File: src/rtl/riscv_pipe_pkg.sv
// Shared types and constants for the five-stage pipeline control logic.
package riscv_pipe_pkg;

  typedef enum logic [1:0] {
    ST_INIT    = 2'd0,
    ST_RUN     = 2'd1,
    ST_MEMWAIT = 2'd2
  } state_t;

  localparam logic [1:0] FWD_RF  = 2'b00;
  localparam logic [1:0] FWD_WB  = 2'b01;
  localparam logic [1:0] FWD_MEM = 2'b10;

endpackage

File: src/rtl/forward_unit.sv
// Execute-stage operand forwarding select for one source operand.
module forward_unit
  import riscv_pipe_pkg::*;
(
  input  logic [4:0] i_rs,
  input  logic [4:0] i_rd_m,
  input  logic [4:0] i_rd_w,
  input  logic       i_regwrite_m,
  input  logic       i_regwrite_w,
  output logic [1:0] o_fwd
);

  logic w_hit_m;
  logic w_hit_w;

  assign w_hit_m = i_regwrite_m && (i_rd_m != 5'd0) && (i_rd_m == i_rs);
  assign w_hit_w = i_regwrite_w && (i_rd_w != 5'd0) && (i_rd_w == i_rs);

  // Memory stage holds the younger result, so it wins over Writeback.
  always_comb begin
    o_fwd = FWD_RF;
    if (w_hit_m)      o_fwd = FWD_MEM;
    else if (w_hit_w) o_fwd = FWD_WB;
  end

endmodule

File: src/rtl/hazard_ctrl.sv
// Pipeline stall/flush/forward controller with post-reset bubbles,
// memory wait-state timeout detection and saturating perf counters.
module hazard_ctrl
  import riscv_pipe_pkg::*;
#(
  parameter int INIT_BUBBLES = 4,
  parameter int WAIT_MAX     = 64,
  parameter int CNT_W        = 16
) (
  input  logic             clk,
  input  logic             rst,
  input  logic [4:0]       Rs1D,
  input  logic [4:0]       Rs2D,
  input  logic [4:0]       Rs1E,
  input  logic [4:0]       Rs2E,
  input  logic [4:0]       RdE,
  input  logic             ResultSrcE,
  input  logic             PCSrcE,
  input  logic [4:0]       RdM,
  input  logic [4:0]       RdW,
  input  logic             RegWriteM,
  input  logic             RegWriteW,
  input  logic             MemReadyM,
  output logic             StallF,
  output logic             StallD,
  output logic             StallE,
  output logic             StallM,
  output logic             FlushD,
  output logic             FlushE,
  output logic [1:0]       ForwardAE,
  output logic [1:0]       ForwardBE,
  output logic             mem_timeout,
  output logic [CNT_W-1:0] stall_cycles,
  output logic [CNT_W-1:0] flush_events
);

  localparam int WW = $clog2(WAIT_MAX + 1);

  state_t          r_state;
  state_t          w_state_nxt;
  logic [3:0]      r_bubble;
  logic [WW-1:0]   r_wait;
  logic            r_timeout;
  logic [CNT_W-1:0] r_stall_cnt;
  logic [CNT_W-1:0] r_flush_cnt;
  logic            w_init;
  logic            w_load_use;
  logic            w_br_flush;

  assign w_init     = (r_state == ST_INIT);
  assign w_load_use = ResultSrcE && (RdE != 5'd0) && ((RdE == Rs1D) || (RdE == Rs2D));
  assign w_br_flush = !w_init && MemReadyM && PCSrcE;

  always_comb begin
    StallF = 1'b0;
    StallD = 1'b0;
    StallE = 1'b0;
    StallM = 1'b0;
    FlushD = 1'b0;
    FlushE = 1'b0;
    if (w_init) begin
      StallF = 1'b1;
      FlushD = 1'b1;
      FlushE = 1'b1;
    end else if (!MemReadyM) begin
      StallF = 1'b1;
      StallD = 1'b1;
      StallE = 1'b1;
      StallM = 1'b1;
    end else if (PCSrcE) begin
      FlushD = 1'b1;
      FlushE = 1'b1;
    end else if (w_load_use) begin
      StallF = 1'b1;
      StallD = 1'b1;
      FlushE = 1'b1;
    end
  end

  always_comb begin
    w_state_nxt = r_state;
    case (r_state)
      ST_INIT:    if (r_bubble == 4'd0) w_state_nxt = ST_RUN;
      ST_RUN,
      ST_MEMWAIT: w_state_nxt = MemReadyM ? ST_RUN : ST_MEMWAIT;
      default:    w_state_nxt = ST_INIT;
    endcase
  end

  always_ff @(posedge clk or posedge rst) begin
    if (rst) begin
      r_state     <= ST_INIT;
      r_bubble    <= 4'(INIT_BUBBLES - 1);
      r_wait      <= '0;
      r_timeout   <= 1'b0;
      r_stall_cnt <= '0;
      r_flush_cnt <= '0;
    end else begin
      r_state <= w_state_nxt;
      if (w_init && r_bubble != 4'd0) r_bubble <= r_bubble - 4'd1;
      // Wait counter saturates at WAIT_MAX; the flag is set on the edge it gets there.
      if (!w_init) begin
        if (MemReadyM) begin
          r_wait <= '0;
        end else if (r_wait != WW'(WAIT_MAX)) begin
          r_wait <= r_wait + 1'b1;
          if (r_wait == WW'(WAIT_MAX - 1)) r_timeout <= 1'b1;
        end
      end
      if (!w_init && StallF && r_stall_cnt != '1) r_stall_cnt <= r_stall_cnt + 1'b1;
      if (w_br_flush && r_flush_cnt != '1)        r_flush_cnt <= r_flush_cnt + 1'b1;
    end
  end

  assign mem_timeout  = r_timeout;
  assign stall_cycles = r_stall_cnt;
  assign flush_events = r_flush_cnt;

  forward_unit u_fwd_a (
    .i_rs         (Rs1E),
    .i_rd_m       (RdM),
    .i_rd_w       (RdW),
    .i_regwrite_m (RegWriteM),
    .i_regwrite_w (RegWriteW),
    .o_fwd        (ForwardAE)
  );

  forward_unit u_fwd_b (
    .i_rs         (Rs2E),
    .i_rd_m       (RdM),
    .i_rd_w       (RdW),
    .i_regwrite_m (RegWriteM),
    .i_regwrite_w (RegWriteW),
    .o_fwd        (ForwardBE)
  );

endmodule

File: config.mk
export PLATFORM = sky130hd
export DESIGN_NAME = hazard_ctrl
export DESIGN_NICKNAME = d
export VERILOG_FILES = /design/src/rtl/riscv_pipe_pkg.sv /design/src/rtl/forward_unit.sv /design/src/rtl/hazard_ctrl.sv
export SDC_FILE = /design/constraint.sdc
export NUM_CORES = 1
export LEC_CHECK = 0
export CORE_ASPECT_RATIO = 1.1
export CORE_MARGIN = 5
export CORE_UTILIZATION = 50
export DETAILED_ROUTE_END_ITERATION = 6
export PLACE_DENSITY = 0.85
export SYNTH_ARGS = -nofsm -noshare
export SYNTH_HDL_FRONTEND = slang
export SYNTH_SLANG_ARGS = --single-unit
File: constraint.sdc
create_clock -name clk -period 2.95 [get_ports clk]
set_clock_uncertainty 0.15 [all_clocks]
set_input_delay 0.59 -clock clk [delete_from_list [all_inputs] [get_ports clk]]
set_output_delay 0.59 -clock clk [all_outputs]
set_load 0.02 [all_outputs]
==> out/qor.yml, run 1 <==
status:
  status: "finished clean"
setup_path:
  reg2reg_from: "r_state[0]"
  worst-setup-path-type: "in -> out"
  path_max_fanout: 2
  critPathLaunch: "RdW[2]"
  arrival_ns: 2.18
  cp-end-kind: "primary output"
  cp-start-kind: "primary input"
  cp_data_required_time_ns: 2.21
synthesis:
  synthCells: 271
  synthesis.area_um2: 2670
  syn_avg_cell_area_um2: 9.86
  seq_area_frac_synth_pct: 43.2
  yosysTopAreaCell: "dfrtp_1"
  synth.top_cell.area_share_pct: 41.2
  ys_ff_latch: 46
  synth_fp_nets: 320
  yosys_warnings: 0
  yosys-top-cells-area: "dfrtp_1, xnor2_1, xor2_1, nand3_1, ha_1"
  synth.distinct_cells: 42
power:
  comb_power_share_pct: 39.7
  p_leak_uw: 0.00177
  power_frac_seq_pct: 39.3
  switching_share_pct: 35.5
  p_clk_share_pct: 21.0
  power.switching_uw: 794
  p_int_uw: 1440
  vdd_drop_max_uv: 374
  powerDensity_nw_per_um2: 568
route:
  drt-initial-drc-count: 111
  drt-total-wl_mm: 6.58
  wire_per_inst_um: 14.3
  via_per_inst: 5.19
  ant_nets: 0
  drc_errors: 0
  dr.pass1.iters: 4
  vias: 2384
timing:
  finalCritPeriodShare_pct: 98.9
  min_period_ns: 2.92
  max_slew.worst_pin.slew_ns: 0.818
  relSlewSlack_pct: 45.1
  finalSetupViolations: 0
  setup_ws_ns: 0.0317
  final_max_slew_viol_count: 0
  finalHoldViolCount: 0
  max_freq_mhz: 343
die:
  die_x_um: 79.7
  io_pins: 85
  die_h_um: 86.7
  initial_core_util_pct: 50.5
  coreArea_um2: 5290
  die-area_um2: 6910
  rows: 28
flow_run:
  maxCapViolations: 0
place:
  gp_congestion: 0.909
  portBuffers: 84
  pre_cts_slack_ns: -0.645
  hpwlAfterDp_mm: 5.08
  dp.cells: 452
finish:
  area_growth_pct: 47.1
  drive_gt1_share_pct: 15.4
  fin_cells: 459
  final_cell_mix: "clkdlybuf4s50_1, dfrtp_1, xnor2_1"
  fillers: 378
  layout_commonest_cell: "clkdlybuf4s50_1"
  layout.nets: 433
  antennaDiodeCount: 0
worst_hold_path:
  worstHoldStart: "mem_timeout"
  hp-class: "reg -> reg"
clock_network:
  clk_latency_ns: 0.30
  cts_setup_buffers: 0
  clockRootBuffer: "clkbuf_8"
  ctsHtreeMaxLevel: 2
  clockBufferDepth: 2
  cts.sinks: 46
  cts_made_buffers: 5
  cts.clk_slew.worst_paths_ns: 0.07
  cts_hold_buffers: 0
  cts_tree: "built"
grt:
  grt_pass1_wl_mm: 10.8
  grt_max_degree: 26
  overflow: 0
  antenna_found_initial: 0
  grt_pass1_vias: 2503
  track_usage_pct: 19.7
## cell families (layout without fill, tap and decap cells)
kind of cell | after synthesis | after routing | synth area share, %
adder cells (fa/ha/maj) | 7 | 7 | 3.28
buffers and inverters | 16 | 129 | 2.67
multiplexers | 3 | 3 | 1.26
AO/OA/AOI/OAI | 27 | 27 | 6.88
AND/OR/NAND/NOR | 109 | 109 | 22.1
XOR/XNOR | 63 | 63 | 20.6
flip-flops | 46 | 46 | 43.2
## worst paths after layout
check	end	slack, ns	depth (start not counted)
min in group asynchronous	flush_events[4]	0.51	2
worst max register to register	stall_cycles[5]	0.72	9
worst min register to register	mem_timeout	0.31	2
worst min-delay path	mem_timeout	0.31	2
max in group asynchronous	r_bubble[0]	1.52	3
worst max-delay path	ForwardBE[0]	0.03	6
## through the flow
stage	area (um^2)	power (uW)	utilization [%]	hold slack, ns	TNS (ns)
2_1_floorplan	2670	1350	-	0.313	0
3_3_place_gp	3790	1760	71.7	0.295	-2.82
6_report	3930	2230	74.3	0.315	0
5_1_grt	3930	2380	74.3	0.370	-0.0704
4_1_cts	3910	2250	74.0	0.318	0
3_5_place_dp	3790	1790	71.7	0.301	-3.04
## synth_stat cells (all sizes together)
cell type,n
xnor2,34
or4,5
inv,11
a221oi,1
nand2,24
clkbuf,2
nor4b,2
and4,2
nor2,19
nor4,7
a22o,1
buf,3
o31ai,1
nor3,9
nand3b,1
and2b,1
xor2,29
o21ai,14
a21oi,5
nand4,9
ha,7
nor3b,1
o2111ai,1
nand3,19
and3b,1
o41ai,1
o22a,1
mux2,3
o221ai,1
and2,2
o21bai,1
and3,7
dfrtp,44
dfstp,2
## routing by layer
metal | up-vias | GRT usage [%] | part of all wire [%]
li1 | 1169 | - | -
met1 | 1115 | 22.1 | 40
met2 | 88 | 34.5 | 50
met3 | 12 | 5.30 | 7.0
met4 | 0 | 9.06 | 2.4
met5 | - | 0 | 0
## sequential cells by signal (all words and copies together) (netlist names)
| signal | flops |
|---|---|
| mem_timeout | 1 |
| r_state | 2 |
| flush_events | 16 |
| r_bubble | 4 |
| stall_cycles | 16 |
| r_wait | 7 |
## final cells by class
cell class | count | area [um^2] | share of cell area, %
Clock buffer | 6 | 82.6 | 2.10
Multi-Input combinational cell | 209 | 1500 | 38.1
Clock inverter | 1 | 30.0 | 0.764
Timing Repair Buffer | 111 | 1030 | 26.3
Sequential cell | 46 | 1150 | 29.3
Tap cell | 75 | 93.8 | 2.39
Inverter | 11 | 41.3 | 1.05
## power by group through the flow
stage                     combinational, uW  sequential, uW  clock (uW)
after global placement                  878             880           0
after global routing                    975             896         507
after detailed placement                906             886           0
after floorplan                         398             954           0
after CTS                               903             874         477
final                                   887             877         469
## what timing repair did
action	in CTS	in global routing
cloned	0	0
resized for setup	43	16
setup endpoints to repair	7	9
pin swaps	5	6
## worst max-delay path, cell delays in order
cell	delay [ns]
clkdlybuf4s50_1	0.50
or4_1	0.13
o21ai_0	0.08
or4_1	0.42
nor4_2	0.27
buf_4	0.19
(Power assumes the default switching activity.)
==> run 2, diff against run 1 <==
Settings changed: TNS_END_PERCENT set to 30.
==> run 2 against run 1 <==
The run now ends with setup timing left. Power is essentially flat. Largest cell class unchanged. Utilization decreased by 0.21 points. Highest routed layer unchanged. Via count up 0.13%. Critical endpoint is now ForwardAE[0]. Global-route usage stayed put.
==> out/qor.yml, run 2 (same netlist as run 1, synthesis figures left out) <==
finish:
  final_cell_area_um2: 3920  # -0.29%
  final_cell_mix: "clkdlybuf4s50_1, dfrtp_1, xnor2_1"
  area_growth_pct: 46.7
  fillers: 382  # +1.1%
  fin_util_pct: 74.1  # -0.21 points
  drive_gt1_share_pct: 15.1  # -0.26 points
  layout.nets: 433  # unchanged
  layout_commonest_cell: "clkdlybuf4s50_1"
  multiInputGateArea_um2: 1490  # -0.59%
  antennaDiodeCount: 0  # unchanged
  regArea_um2: 1150  # unchanged
clock_network:
  cts.sinks: 46  # unchanged
  clk_latency_ns: 0.30  # about the same
  clockBufferDepth: 2  # unchanged
  cts_tree: "built"
  cts_made_buffers: 5  # unchanged
  clockRootBuffer: "clkbuf_8"
  ctsHtreeMaxLevel: 2  # unchanged
  cts_hold_buffers: 0  # unchanged
  cts.clk_slew.worst_paths_ns: 0.07  # about the same
route:
  dr.max_layer_used: "met4"
  vias: 2387  # +0.13%
  via_per_inst: 5.20  # +0.13%
  drt-total-wl_mm: 6.44  # -2.1%
  wl_met2_mm: 3.21  # -2.9%
  ant_nets: 0  # unchanged
  drc_errors: 0  # unchanged
  met1_length_mm: 2.64  # -0.90%
  dr.pass1.iters: 4  # unchanged
  wire_per_inst_um: 14.0  # -2.1%
  drt-initial-drc-count: 109  # -1.8%
  wl_met3_um: 445  # -3.3%
die:
  coreArea_um2: 5290  # unchanged
  die_x_um: 79.7  # unchanged
  die-area_um2: 6910  # unchanged
  rows: 28  # unchanged
  initial_core_util_pct: 50.5  # unchanged
  io_pins: 85  # unchanged
  die_h_um: 86.7  # unchanged
power:
  p_clk_share_pct: 21.0  # about the same
  power_frac_seq_pct: 39.2  # about the same
  switching_share_pct: 35.4  # -0.12 points
  vdd_drop_max_uv: 374  # about the same
  p_int_uw: 1440  # +0.27%
  power.switching_uw: 792  # -0.25%
  powerDensity_nw_per_um2: 570  # +0.37%
  p_total_uw: 2230  # about the same
  comb_power_share_pct: 39.7  # about the same
  p_leak_uw: 0.00173  # -2.2%
timing:
  fin_setup_tns_ns: -0.0103  # -0.0103 ns
  min_period_ns: 2.96  # +0.0420 ns
  finalHoldViolCount: 0  # unchanged
  setup_ws_ns: -0.0103  # -0.0420 ns
  hold-worst-slack_ns: 0.315  # +0.0000540 ns
  finalSetupViolations: 1  # +1
  rsz0062_at_grt: "yes"
  finalCritPeriodShare_pct: 100  # +1.4 points
  final_max_slew_viol_count: 0  # unchanged
  max_freq_mhz: 338  # -1.4%
  max_slew.worst_pin.slew_ns: 0.824  # +0.00632 ns
  relSlewSlack_pct: 44.7  # -0.42 points
place:
  hpwlAfterDp_mm: 5.08  # unchanged
  portBuffers: 84  # unchanged
  gp_congestion: 0.909  # unchanged
  place_area_um2: 3790  # unchanged
worst_hold_path:
  worstHoldStart: "mem_timeout"
  holdPathStages: 2  # unchanged
  hp-class: "reg -> reg"
setup_path:
  rr_worst_depth: 9  # unchanged
  cp-start-kind: "primary input"
  cp-end-kind: "primary output"
  path_max_fanout: 2  # unchanged
  reg2reg_from: "r_state[0]"
  critPathLaunch: "Rs1E[4]"
  cp_data_required_time_ns: 2.21  # about the same
  worst-setup-path-type: "in -> out"
  arrival_ns: 2.22  # +0.04 ns
grt:
  track_usage_pct: 19.7  # unchanged
  antenna_found_initial: 0  # unchanged
  grt_max_degree: 26  # unchanged
  overflow: 0  # unchanged
  grt_pass1_vias: 2503  # unchanged
  grt_pass1_wl_mm: 10.8  # unchanged
status:
  violations: "setup timing"
  status: "finished, violations left"
flow_run:
  maxCapViolations: 0  # unchanged
run 2: cell count changes in the layout (fill, tap and decap cells not counted):
cell             previous run  this run
clkbuf_2                    2         1
buf_4                      27        28
nor4_4                      1         0
buf_2                       3         2
clkdlybuf4s50_1            59        63
nor4_2                      4         5
dlymetal6s2s_1              7         3
clkdlybuf4s15_1             0         1
run 2: area by class of cell:
type                    count  area share [%]
well taps                  75            2.39
inverters                  11            1.05
clock inverters             1           0.766
clock buffers               6            2.11
multi-input cells         209            38.0
flip-flops and latches     46            29.4
repair buffers            111            26.3
run 2: worst paths after layout:
path | endpoint | slack (ns)
max | ForwardAE[0] | -0.01
min | mem_timeout | 0.32
max reg2reg | stall_cycles[5] | 0.72
min reg2reg | mem_timeout | 0.32
max in group asynchronous | r_bubble[1] | 1.52
min in group asynchronous | flush_events[4] | 0.51
run 2: metrics by stage:
| stage | std cells | worst slack (ns) |
|---|---|---|
| final | 459 | -0.0103 |
| after global routing | 459 | -0.0927 |
| after CTS | 459 | 0.00223 |
| after detailed placement | 452 | -0.645 |
| after global placement | 452 | -0.601 |
| after floorplan | 271 | 0.0965 |
run 2: worst max-delay path: stages:
cell and delay, ns:
clkdlybuf4s50_1 0.44, xor2_1 0.15, or4_1 0.53, nor4_2 0.32, buf_4 0.19
run 2: timing repair:
action,4_1_cts,5_1_grt
hold endpoints to repair,0,0
resized for setup,43,10
pin swaps,5,4
endpoints found under the setup margin,7,9
buffers inserted,0,0
run 2: power groups by stage:
stage                     Sequential, uW  Combinational (uW)  Clock, uW
after floorplan                      954                 398          0
after global placement               880                 878          0
after detailed placement             886                 906          0
after CTS                            874                 903        477
after global routing                 896                 976        507
final                                876                 888        470
run 2: per-layer routing:
metal	up-vias	track usage, %
met5	-	0
met4	0	9.06
met3	13	5.30
met2	85	34.5
met1	1118	22.1
li1	1171	-
==> run 3, diff against run 2 <==
Settings changed: CORE_UTILIZATION 50 to 51, PLACE_DENSITY 0.85 to 0.86, SYNTH_HIERARCHICAL set to 1.
==> run 3 against run 2 <==
The run now ends clean. Sequential cell count unchanged. Routed wire length up 10%. Cell count up 1.7%. Utilization down 0.60 points. Critical path depth up 2. Via count up 3.4%. Synthesized cell count up 5.5%. Clock power up 1%. Combinational power up 10%. Maximum frequency up 2.6%. Sequential power up 4.3%. First-iteration DRC count down 1.8%. Highest routed layer unchanged.
==> out/qor.yml, run 3 <==
status:
  status: "finished clean"
grt:
  grt_pass1_wl_mm: 11.6  # +7.2%
  grt_pass1_vias: 2540  # +1.5%
  track_usage_pct: 20.8  # +1.1 points
  overflow: 0  # unchanged
  grt_max_degree: 31  # +19%
  antenna_found_initial: 0  # unchanged
timing:
  min_period_ns: 2.88  # -0.0757 ns
  finalCritPeriodShare_pct: 97.8  # -2.6 points
  max_freq_mhz: 347  # +2.6%
  hold-worst-slack_ns: 0.326  # +0.0105 ns
  final_max_slew_viol_count: 0  # unchanged
  finalSetupViolations: 0  # -1
  max_slew.worst_pin.slew_ns: 1.08  # +0.254 ns
  rsz0062_at_grt: "yes"
  finalHoldViolCount: 0  # unchanged
  setup_ws_ns: 0.0654  # +0.0757 ns
  relSlewSlack_pct: 27.7  # -17 points
clock_network:
  clockRootBuffer: "clkbuf_8"
  cts.clk_slew.worst_paths_ns: 0.08  # about the same
  cts_hold_buffers: 0  # unchanged
  cts.sinks: 46  # unchanged
  clockBufferDepth: 2  # unchanged
  cts_made_buffers: 5  # unchanged
  cts_tree: "built"
  clk_latency_ns: 0.30  # about the same
  ctsHtreeMaxLevel: 2  # unchanged
setup_path:
  reg2reg_from: "stall_cycles[0]"
  arrival_ns: 2.14  # -0.08 ns
  cp-end-kind: "primary output"
  cp-start-kind: "primary input"
  path_max_fanout: 3  # +1
  reg2reg_slack_ns: 0.52  # -0.20 ns
  rr_worst_depth: 8  # -1
  cp_data_required_time_ns: 2.21  # about the same
  worst-setup-path-type: "in -> out"
  timing.rr.end: "stall_cycles[10]"
worst_hold_path:
  min_to: "mem_timeout"
  worstHoldStart: "mem_timeout"
  hp-class: "reg -> reg"
  holdPathStages: 1  # -1
synthesis:
  synthFlopType: "dfrtp_1"
  yosys_warnings: 6  # +6
  synth_fp_nets: 335  # +4.7%
  yosysMostFrequentCell: "dfrtp_1"
  async_reset_ff_share_pct: 100  # unchanged
  synth_edf_count: 0  # unchanged
  yosys-top-cells-area: "dfrtp_1, xor2_1, xnor2_1, nor2_1, nand2_1"
  ys_ff_latch: 46  # unchanged
  synthesis.area_um2: 2780  # +4.2%
  synthTopCellsByCount: "dfrtp_1, xor2_1, nor2_1"
  syn_avg_cell_area_um2: 9.73  # -1.3%
  synth.distinct_cells: 39  # -7.1%
  yosysTopAreaCell: "dfrtp_1"
  synthCells: 286  # +5.5%
  seq_area_frac_synth_pct: 41.4  # -1.7 points
  synth.top_cell.area_share_pct: 39.6  # -1.6 points
route:
  dr.pass1.iters: 5  # +1
  wl_met2_mm: 3.74  # +17%
  vias: 2467  # +3.4%
  met1_length_mm: 2.87  # +8.6%
  drt-initial-drc-count: 107  # -1.8%
  wl_met3_um: 378  # -15%
  via_per_inst: 5.28  # +1.6%
  wire_per_inst_um: 15.2  # +8.1%
  dr.max_layer_used: "met4"
  drc_errors: 0  # unchanged
  drt-total-wl_mm: 7.08  # +10%
  ant_nets: 0  # unchanged
power:
  p_clk_share_pct: 20.1  # -0.9 points
  vdd_drop_max_uv: 466  # +25%
  p_int_uw: 1480  # +2.4%
  powerDensity_nw_per_um2: 602  # +5.6%
  comb_power_share_pct: 41.3  # +1.6 points
  power.switching_uw: 893  # +13%
  p_leak_uw: 0.00174  # +0.70%
  switching_share_pct: 37.7  # +2.2 points
  power_frac_seq_pct: 38.6  # -0.6 points
place:
  dp.cells: 458  # +1.3%
  pre_cts_slack_ns: -0.462  # +0.183 ns
  hpwlAfterDp_mm: 5.48  # +7.9%
  gp_congestion: 0.864  # -4.9%
  portBuffers: 84  # unchanged
die:
  initial_core_util_pct: 51.9  # +1.4 points
  die_h_um: 87.5  # +0.93%
  die_x_um: 80.4  # +0.92%
  coreArea_um2: 5360  # +1.3%
  rows: 28  # unchanged
  die-area_um2: 7040  # +1.9%
  io_pins: 85  # unchanged
finish:
  layout_commonest_cell: "clkdlybuf4s50_1"
  area_growth_pct: 41.5
  fin_util_pct: 73.5  # -0.60 points
  fin_cells: 467  # +1.7%
  drive_gt1_share_pct: 14.3  # -0.82 points
  antennaDiodeCount: 0  # unchanged
  final_cell_mix: "clkdlybuf4s50_1, dfrtp_1, xor2_1"
  layout.nets: 440  # +1.6%
flow_run:
  maxCapViolations: 0  # unchanged
==> run 3: layout make-up <==
class / count / area, um^2
clock inverters: 3 / 45.0
clock buffers: 5 / 68.8
fillers: 373 / 1420
repair buffers: 105 / 997
multi-input cells: 220 / 1530
well taps: 75 / 93.8
inverters: 13 / 48.8
flip-flops and latches: 46 / 1150
==> run 3: how the worst max path moves through the flow <==
stage	startpoint	slack [ns]	cells after the start	to
global placement	RdE[1]	-0.41	7	StallF
finish	RdM[0]	0.07	7	ForwardAE[0]
global route	RdM[0]	-0.05	7	ForwardAE[0]
CTS	RdE[3]	0.02	8	StallF
floorplan	RdE[3]	0.51	6	FlushE
detailed placement	RdE[1]	-0.46	7	StallF
==> run 3: critical path: stages <==
cell and delay, ns:
clkdlybuf4s50_1 0.55, buf_4 0.15, xnor2_1 0.10, nand2_1 0.08
a211oi_2 0.27, nor3_2 0.08, dlygate4sd2_1 0.32
==> run 3: through the flow <==
stage | TNS, ns | cell area, um^2 | total power (uW)
after floorplan | 0 | 2780 | 1430
after global placement | -1.91 | 3820 | 1870
after detailed placement | -2.29 | 3820 | 1910
after CTS | 0 | 3910 | 2380
after global routing | -0.0675 | 3940 | 2500
final | 0 | 3940 | 2370
==> run 3: repair_timing <==
item	CTS	global route
resized for setup	22	10
setup buffers	0	1
pin swaps	0	3
endpoints found under the setup margin	7	6
==> run 3: power groups by stage <==
| stage | registers (uW) | logic [uW] | clock network [uW] |
|---|---|---|---|
| 3_5_place_dp | 924 | 988 | 0 |
| 2_1_floorplan | 1000 | 433 | 0 |
| 6_report | 914 | 980 | 477 |
| 4_1_cts | 913 | 981 | 484 |
| 5_1_grt | 934 | 1060 | 513 |
| 3_3_place_gp | 918 | 955 | 0 |
==> run 3: kinds of logic after synthesis <==
logic type | Yosys count | share of synthesized area, %
buffers and inverters | 20 | 4.04
xor gates and xnor gates | 57 | 17.9
and+or+nand+nor | 117 | 23.1
muxes | 4 | 1.62
AOI/OAI and AO/OA | 35 | 8.67
adders and majority gates | 7 | 3.15
DFF | 46 | 41.4
==> run 3: layer usage <==
metal	up-vias	GRT usage, %
li1	1199	-
met1	1193	24.9
met2	62	37.1
met3	13	4.45
met4	0	6.30
met5	-	0
